--- config.mk ---
export PLATFORM = sky130hd
export DESIGN_NAME = store_buffer
export DESIGN_NICKNAME = d
export VERILOG_FILES = /design/src/rtl/store_buffer.sv
export SDC_FILE = /design/constraint.sdc
export NUM_CORES = 2
export LEC_CHECK = 0
export ABC_AREA = 1
export BUFFER_PORTS_ARGS = -buffer_cell sky130_fd_sc_hd__buf_4
export CAP_MARGIN = 0
export CORE_ASPECT_RATIO = 1.25
export CORE_MARGIN = 2
export CORE_UTILIZATION = 41
export DETAILED_ROUTE_END_ITERATION = 6
export PLACE_DENSITY_LB_ADDON = 0.12
export SLEW_MARGIN = 5
export SYNTH_ARGS = -nofsm -noshare
export SYNTH_HDL_FRONTEND = slang
export SYNTH_SLANG_ARGS = --single-unit
--- constraint.sdc ---
create_clock -name clk -period 10.3 [get_ports clk]
set_clock_uncertainty 0.15 [all_clocks]
set_input_delay 2.06 -clock clk [delete_from_list [all_inputs] [get_ports clk]]
set_output_delay 2.06 -clock clk [all_outputs]
set_load 0.1 [all_outputs]
--- src/rtl/store_buffer.sv ---
// Store buffer between MEM-stage load/store logic and a 64-bit data memory; loads own the port,
// stores drain whenever it is free. Store-to-load forwarding is enabled by defining SB_FORWARD_EN.
module store_buffer #(
  parameter int DEPTH  = 4,
  parameter int ADDR_W = 64,
  parameter int DATA_W = 64
) (
  input  logic              clk,
  input  logic              rst_n,
  input  logic              St_Valid,
  input  logic [ADDR_W-1:0] St_Addr,
  input  logic [DATA_W-1:0] St_Data,
  output logic              St_Ready,
  input  logic              Ld_Valid,
  input  logic [ADDR_W-1:0] Ld_Addr,
  output logic [DATA_W-1:0] Ld_Data,
  output logic              Ld_Hit,
  output logic              Ld_Conflict,
  output logic              Empty,
  output logic [ADDR_W-1:0] Mem_Addr,
  output logic [DATA_W-1:0] Write_Data,
  output logic              MemWrite,
  output logic              MemRead,
  input  logic [DATA_W-1:0] Read_Data
);

  localparam int PW = $clog2(DEPTH);

  logic [ADDR_W-1:0] addr_q [DEPTH];
  logic [DATA_W-1:0] data_q [DEPTH];
  logic [PW-1:0]     head;
  logic [PW-1:0]     tail;
  logic [PW:0]       count;

  logic              conflict_raw;
  logic              hit_raw;
  logic [DATA_W-1:0] fwd_data;
  logic              load_grant;
  logic              drain;
  logic              push;

  // Scan oldest to youngest so the last exact match wins; ranges compared one bit wider so addr+7 never wraps.
  always_comb begin
    logic [PW-1:0]   idx;
    logic [ADDR_W:0] lo_e;
    logic [ADDR_W:0] lo_l;
    logic            ov;
    conflict_raw = 1'b0;
    hit_raw      = 1'b0;
    fwd_data     = '0;
    idx          = '0;
    lo_e         = '0;
    ov           = 1'b0;
    lo_l         = {1'b0, Ld_Addr};
    for (int k = 0; k < DEPTH; k++) begin
      idx  = head + PW'(k);
      lo_e = {1'b0, addr_q[idx]};
      ov   = (lo_e + (ADDR_W+1)'(7) >= lo_l) && (lo_l + (ADDR_W+1)'(7) >= lo_e);
      if ((PW+1)'(k) < count && ov) begin
`ifdef SB_FORWARD_EN
        if (addr_q[idx] == Ld_Addr) begin
          hit_raw  = 1'b1;
          fwd_data = data_q[idx];
        end else begin
          conflict_raw = 1'b1;
        end
`else
        conflict_raw = 1'b1;
`endif
      end
    end
  end

  always_comb begin
    Ld_Conflict = Ld_Valid && conflict_raw;
    load_grant  = Ld_Valid && !Ld_Conflict;
    Ld_Hit      = load_grant && hit_raw;
    drain       = (count != '0) && !load_grant;
    St_Ready    = count < (PW+1)'(DEPTH);
    push        = St_Valid && St_Ready;
    Empty       = (count == '0);

    if (!Ld_Valid)   Ld_Data = '0;
    else if (Ld_Hit) Ld_Data = fwd_data;
    else             Ld_Data = Read_Data;

    MemRead    = 1'b0;
    MemWrite   = 1'b0;
    Mem_Addr   = '0;
    Write_Data = '0;
    if (load_grant) begin
      MemRead  = 1'b1;
      Mem_Addr = Ld_Addr;
    end else if (drain) begin
      MemWrite   = 1'b1;
      Mem_Addr   = addr_q[head];
      Write_Data = data_q[head];
    end
  end

  always_ff @(posedge clk or negedge rst_n) begin
    if (!rst_n) begin
      head  <= '0;
      tail  <= '0;
      count <= '0;
    end else begin
      if (push)  tail <= tail + 1'b1;
      if (drain) head <= head + 1'b1;
      case ({push, drain})
        2'b10:   count <= count + 1'b1;
        2'b01:   count <= count - 1'b1;
        default: count <= count;
      endcase
    end
  end

  // Entry payload needs no reset: count alone decides which entries are live.
  always_ff @(posedge clk) begin
    if (push) begin
      addr_q[tail] <= St_Addr;
      data_q[tail] <= St_Data;
    end
  end

endmodule
==> impl_results.html <==
<table>
<tr><th>Metric</th><th>Value</th></tr>
<tr><th colspan="2">GRT</th></tr>
<tr><td>Antenna violations before repair</td><td>22</td></tr>
<tr><td>Number of global-route vias before repair</td><td>41292</td></tr>
<tr><td>Met3 Usage GRT</td><td>0.0363</td></tr>
<tr><td>Overall track demand over capacity in global routing</td><td>0.292</td></tr>
<tr><td>Global route overflow</td><td>0</td></tr>
<tr><td>GR met1 Demand/Resource</td><td>0.404</td></tr>
<tr><td>Wire length of the first global-routing pass</td><td>255000 um</td></tr>
<tr><td>M2 GR Usage</td><td>0.462</td></tr>
<tr><td>Most used routing layer in global routing</td><td>met2</td></tr>
<tr><td>Largest net degree at the start of global routing</td><td>171</td></tr>
<tr><th colspan="2">STA</th></tr>
<tr><td>Final sum of negative setup slack</td><td>0 ns</td></tr>
<tr><td>Minimum clock period after layout</td><td>10.15 ns</td></tr>
<tr><td>Worst Setup Slack, final</td><td>0.152 ns</td></tr>
<tr><td>Period Utilization, post-route</td><td>0.985</td></tr>
<tr><td>Final hold vios</td><td>0</td></tr>
<tr><td>F_max</td><td>0.0985 GHz</td></tr>
<tr><td>Final Setup Violations</td><td>0</td></tr>
<tr><td>Final count of pins violating max slew</td><td>0</td></tr>
<tr><td>Remaining max-slew budget at the tightest pin</td><td>0.231</td></tr>
<tr><td>Slew at the pin closest to its max-slew limit</td><td>1.15 ns</td></tr>
<tr><th colspan="2">Run status</th></tr>
<tr><td>Run status</td><td>finished clean</td></tr>
<tr><th colspan="2">Synth</th></tr>
<tr><td>Proportion of synthesized chip area in sequential cells</td><td>0.332</td></tr>
<tr><td>Adder-cell share of the synthesized area</td><td>0.139</td></tr>
<tr><td>Number of nets produced by synthesis</td><td>7044</td></tr>
<tr><td>Post-synthesis sequential element count</td><td>519</td></tr>
<tr><td>Post-synthesis simple-gate area fraction</td><td>0.253</td></tr>
<tr><td>EDFF count, synth</td><td>512</td></tr>
<tr><td>Synthesized area</td><td>46900 um^2</td></tr>
<tr><td>Biggest area consumer among synthesized cells</td><td>edfxtp_1</td></tr>
<tr><td>Synthesized area per cell</td><td>7.49 um^2</td></tr>
<tr><td>Cells after synthesis</td><td>6262</td></tr>
<tr><td>Share of cell area taken by muxes after synthesis</td><td>0</td></tr>
<tr><td>Async set or reset register ratio after synthesis</td><td>0.0135</td></tr>
<tr><td>YS warnings</td><td>0</td></tr>
<tr><td>Largest family of logic cells by synthesized area</td><td>simple AND/OR/NAND/NOR gates</td></tr>
<tr><td>Area share of the largest cell type after synthesis</td><td>0.328</td></tr>
<tr><td>Main flop type after synthesis</td><td>edfxtp_1</td></tr>
<tr><td>Synth Area in Compound Gates</td><td>0.120</td></tr>
<tr><td>XOR/XNOR Fraction of Synth Area</td><td>0.0558</td></tr>
<tr><td>Number of distinct library cells after synthesis</td><td>59</td></tr>
<tr><td>Ranking of synthesized cells by area</td><td>edfxtp_1 (33%), ha_1 (14%), nand2_1 (12%)</td></tr>
<tr><th colspan="2">CTS</th></tr>
<tr><td>Latest clock arrival within the worst-skew pair</td><td>0.60 ns</td></tr>
<tr><td>CTS Buf Count</td><td>47</td></tr>
<tr><td># H-tree levels</td><td>2</td></tr>
<tr><td>Root buffer selected by CTS</td><td>clkbuf_16</td></tr>
<tr><td>Number of sinks on the clock net</td><td>519</td></tr>
<tr><td>Clk pin slew, worst setup/hold paths</td><td>0.06 ns</td></tr>
<tr><td>CTS tree</td><td>yes</td></tr>
<tr><td>Maximum root-to-sink buffer count</td><td>3</td></tr>
<tr><td>CTS Hold Bufs</td><td>0</td></tr>
<tr><th colspan="2">Die</th></tr>
<tr><td>Die Ht</td><td>382 um</td></tr>
<tr><td>Die span in x</td><td>307 um</td></tr>
<tr><td>Number of standard-cell rows in the floorplan</td><td>138</td></tr>
<tr><td>Num ports</td><td>458</td></tr>
<tr><td>Core box area</td><td>113000 um^2</td></tr>
<tr><td>Initial Utilization</td><td>0.414</td></tr>
<tr><td>Die footprint</td><td>117000 um^2</td></tr>
<tr><th colspan="2">Routing</th></tr>
<tr><td>Number of vias after detailed routing</td><td>44298</td></tr>
<tr><td>Final routed wirelength across all metal layers</td><td>180000 um</td></tr>
<tr><td>Starting DRT DRC Count</td><td>3689</td></tr>
<tr><td>Wirelength per Cell</td><td>21.9 um</td></tr>
<tr><td>Detailed Routing Iterations Pass 1</td><td>6</td></tr>
<tr><td>Final antenna-violating net count</td><td>0</td></tr>
<tr><td>Number of remaining DRC errors</td><td>0</td></tr>
<tr><td>Detail-routed via count per cell</td><td>5.39</td></tr>
<tr><th colspan="2">Worst hold path</th></tr>
<tr><td>Cell count of the worst hold path</td><td>2</td></tr>
<tr><td>Path type of the worst min-delay path</td><td>reg2reg</td></tr>
<tr><td>Hold Path Sink</td><td>count[1]$_DFFE_PN0P_</td></tr>
<tr><td>Hold path start</td><td>count[1]$_DFFE_PN0P_</td></tr>
<tr><th colspan="2">Critical path</th></tr>
<tr><td>Beginning of the worst register-to-register path</td><td>head[0]$_DFFE_PN0P_</td></tr>
<tr><td>R2r worst-path depth</td><td>37</td></tr>
<tr><td>Worst path required time</td><td>8.09 ns</td></tr>
<tr><td>Worst setup SP type</td><td>input pin</td></tr>
<tr><td>Critical path peak fanout</td><td>5</td></tr>
<tr><td>R2R Setup Slk</td><td>2.15 ns</td></tr>
<tr><td>Critical path start-end classification</td><td>in2out</td></tr>
<tr><td>Critical path capture point type</td><td>output port</td></tr>
<tr><td>Max stage delay cell, worst path</td><td>nor4_2</td></tr>
<tr><td>Delay of the slowest critical-path stage</td><td>0.44 ns</td></tr>
<tr><td>Crit-path most repeated cell</td><td>nand3_1</td></tr>
<tr><td>Crit Reg-Reg Endpoint</td><td>count[2]$_DFFE_PN0P_</td></tr>
<tr><td>Critical path data arrival time</td><td>7.94 ns</td></tr>
<tr><th colspan="2">Cells and area</th></tr>
<tr><td>Count of filler cells inserted in the layout</td><td>11304</td></tr>
<tr><td>Fraction of final layout cells sized beyond drive strength 1</td><td>0.124</td></tr>
<tr><td>Most common cell after layout, fill and taps aside</td><td>nand2_1</td></tr>
<tr><td>Highest-count cells in the layout ignoring fill and taps</td><td>nand2_1 (1526), inv_1 (941), nor2_1 (563)</td></tr>
<tr><td>Net total in the final layout</td><td>7493</td></tr>
<tr><td>Layout-stage area growth over the synthesis result</td><td>16.9%</td></tr>
<tr><th colspan="2">Place</th></tr>
<tr><td>Number of buffers added on ports</td><td>456</td></tr>
<tr><td>DP Wirelength</td><td>145000 um</td></tr>
<tr><td>Gp weighted congestion</td><td>1.03</td></tr>
<tr><td>Pre-CTS setup slack</td><td>-0.276 ns</td></tr>
<tr><th colspan="2">Run</th></tr>
<tr><td>Max-cap violations</td><td>0</td></tr>
</table>
==> final cells by class <==
type	instances	area, um^2	area share
antenna	3	7.51	0.000137
clock buffer	57	1220	0.0223
clock inverter	28	299	0.00545
inverter	980	3690	0.0674
multi-input combinational	4582	27000	0.492
sequential	519	15600	0.284
tap	1470	1840	0.0335
timing repair buffer	581	5210	0.0950
==> sequential cells by signal, indices dropped and copies added (netlist names) <==
name    flops
addr_q    256
count       3
data_q    256
head        2
tail        2
==> cells in the mapped netlist (all sizes together) (33+ instances only) <==
master and n:
nor4 67, nand3b 33, nand2 1540, or2 41
inv 979, clkbuf 46, xor2 257, nand4 160
ha 522, buf 136, o21a 68, a221oi 64
nor3 116, a21oi 297, edfxtp 512, o21ai 498
nor2 604, nand3 190, xnor2 42
==> cell families (layout without fill, tap and decap cells) <==
family / after synthesis / after routing
AND/OR/NAND/NOR: 2765 / 2766
AO/OA/AOI/OAI: 994 / 994
adder cells (fa/ha/maj): 522 / 522
XOR/XNOR: 299 / 299
flip-flops: 519 / 519
other: 1 / 4
buffers and inverters: 1162 / 1646
==> how the worst max path moves through the flow <==
stage / from / endpoint / slack [ns] / cells past startpoint
after floorplan: Ld_Addr[1] / Write_Data[55] / 0.46 / 32
after global placement: Ld_Addr[1] / Write_Data[18] / -0.19 / 34
after detailed placement: Ld_Addr[1] / Write_Data[14] / -0.28 / 34
after CTS: Ld_Addr[0] / Write_Data[3] / 0.0007 / 36
after global routing: Ld_Addr[0] / Write_Data[17] / -0.06 / 34
final: Ld_Addr[1] / Write_Data[58] / 0.15 / 32
==> stage by stage <==
step	hold slack, ns	instances	util	cell area, um^2
after global placement	0.354	8109	0.460	52100
final	0.381	8220	0.484	54800
after global routing	0.425	8218	0.484	54800
after detailed placement	0.382	8109	0.460	52100
after floorplan	0.325	6262	-	46900
after CTS	0.398	8194	0.474	53700
==> per-layer routing <==
metal  share of wire  vias to the layer above
met2            0.45                     1454
met1            0.44                    20773
met4           0.045                       34
li1                -                    21743
met5          0.0013                        -
met3           0.066                      294
==> worst max-delay path, delay by kind of cell <==
| family | cells | cell delay (ns) |
|---|---|---|
| xor+xnor | 1 | 0.19 |
| fa+ha+maj | 1 | 0.36 |
| buf+inv | 9 | 1.48 |
| simple gates | 21 | 3.85 |
==> timing repair <==
item	CTS	global route
setup endpoints to repair	131	131
gates resized for setup	12	181
setup buffers	0	11
cloned	0	12
pin swaps	0	18
Power is not shown: default switching activity piles up to over one toggle a cycle in this logic, so the estimate is an artifact.
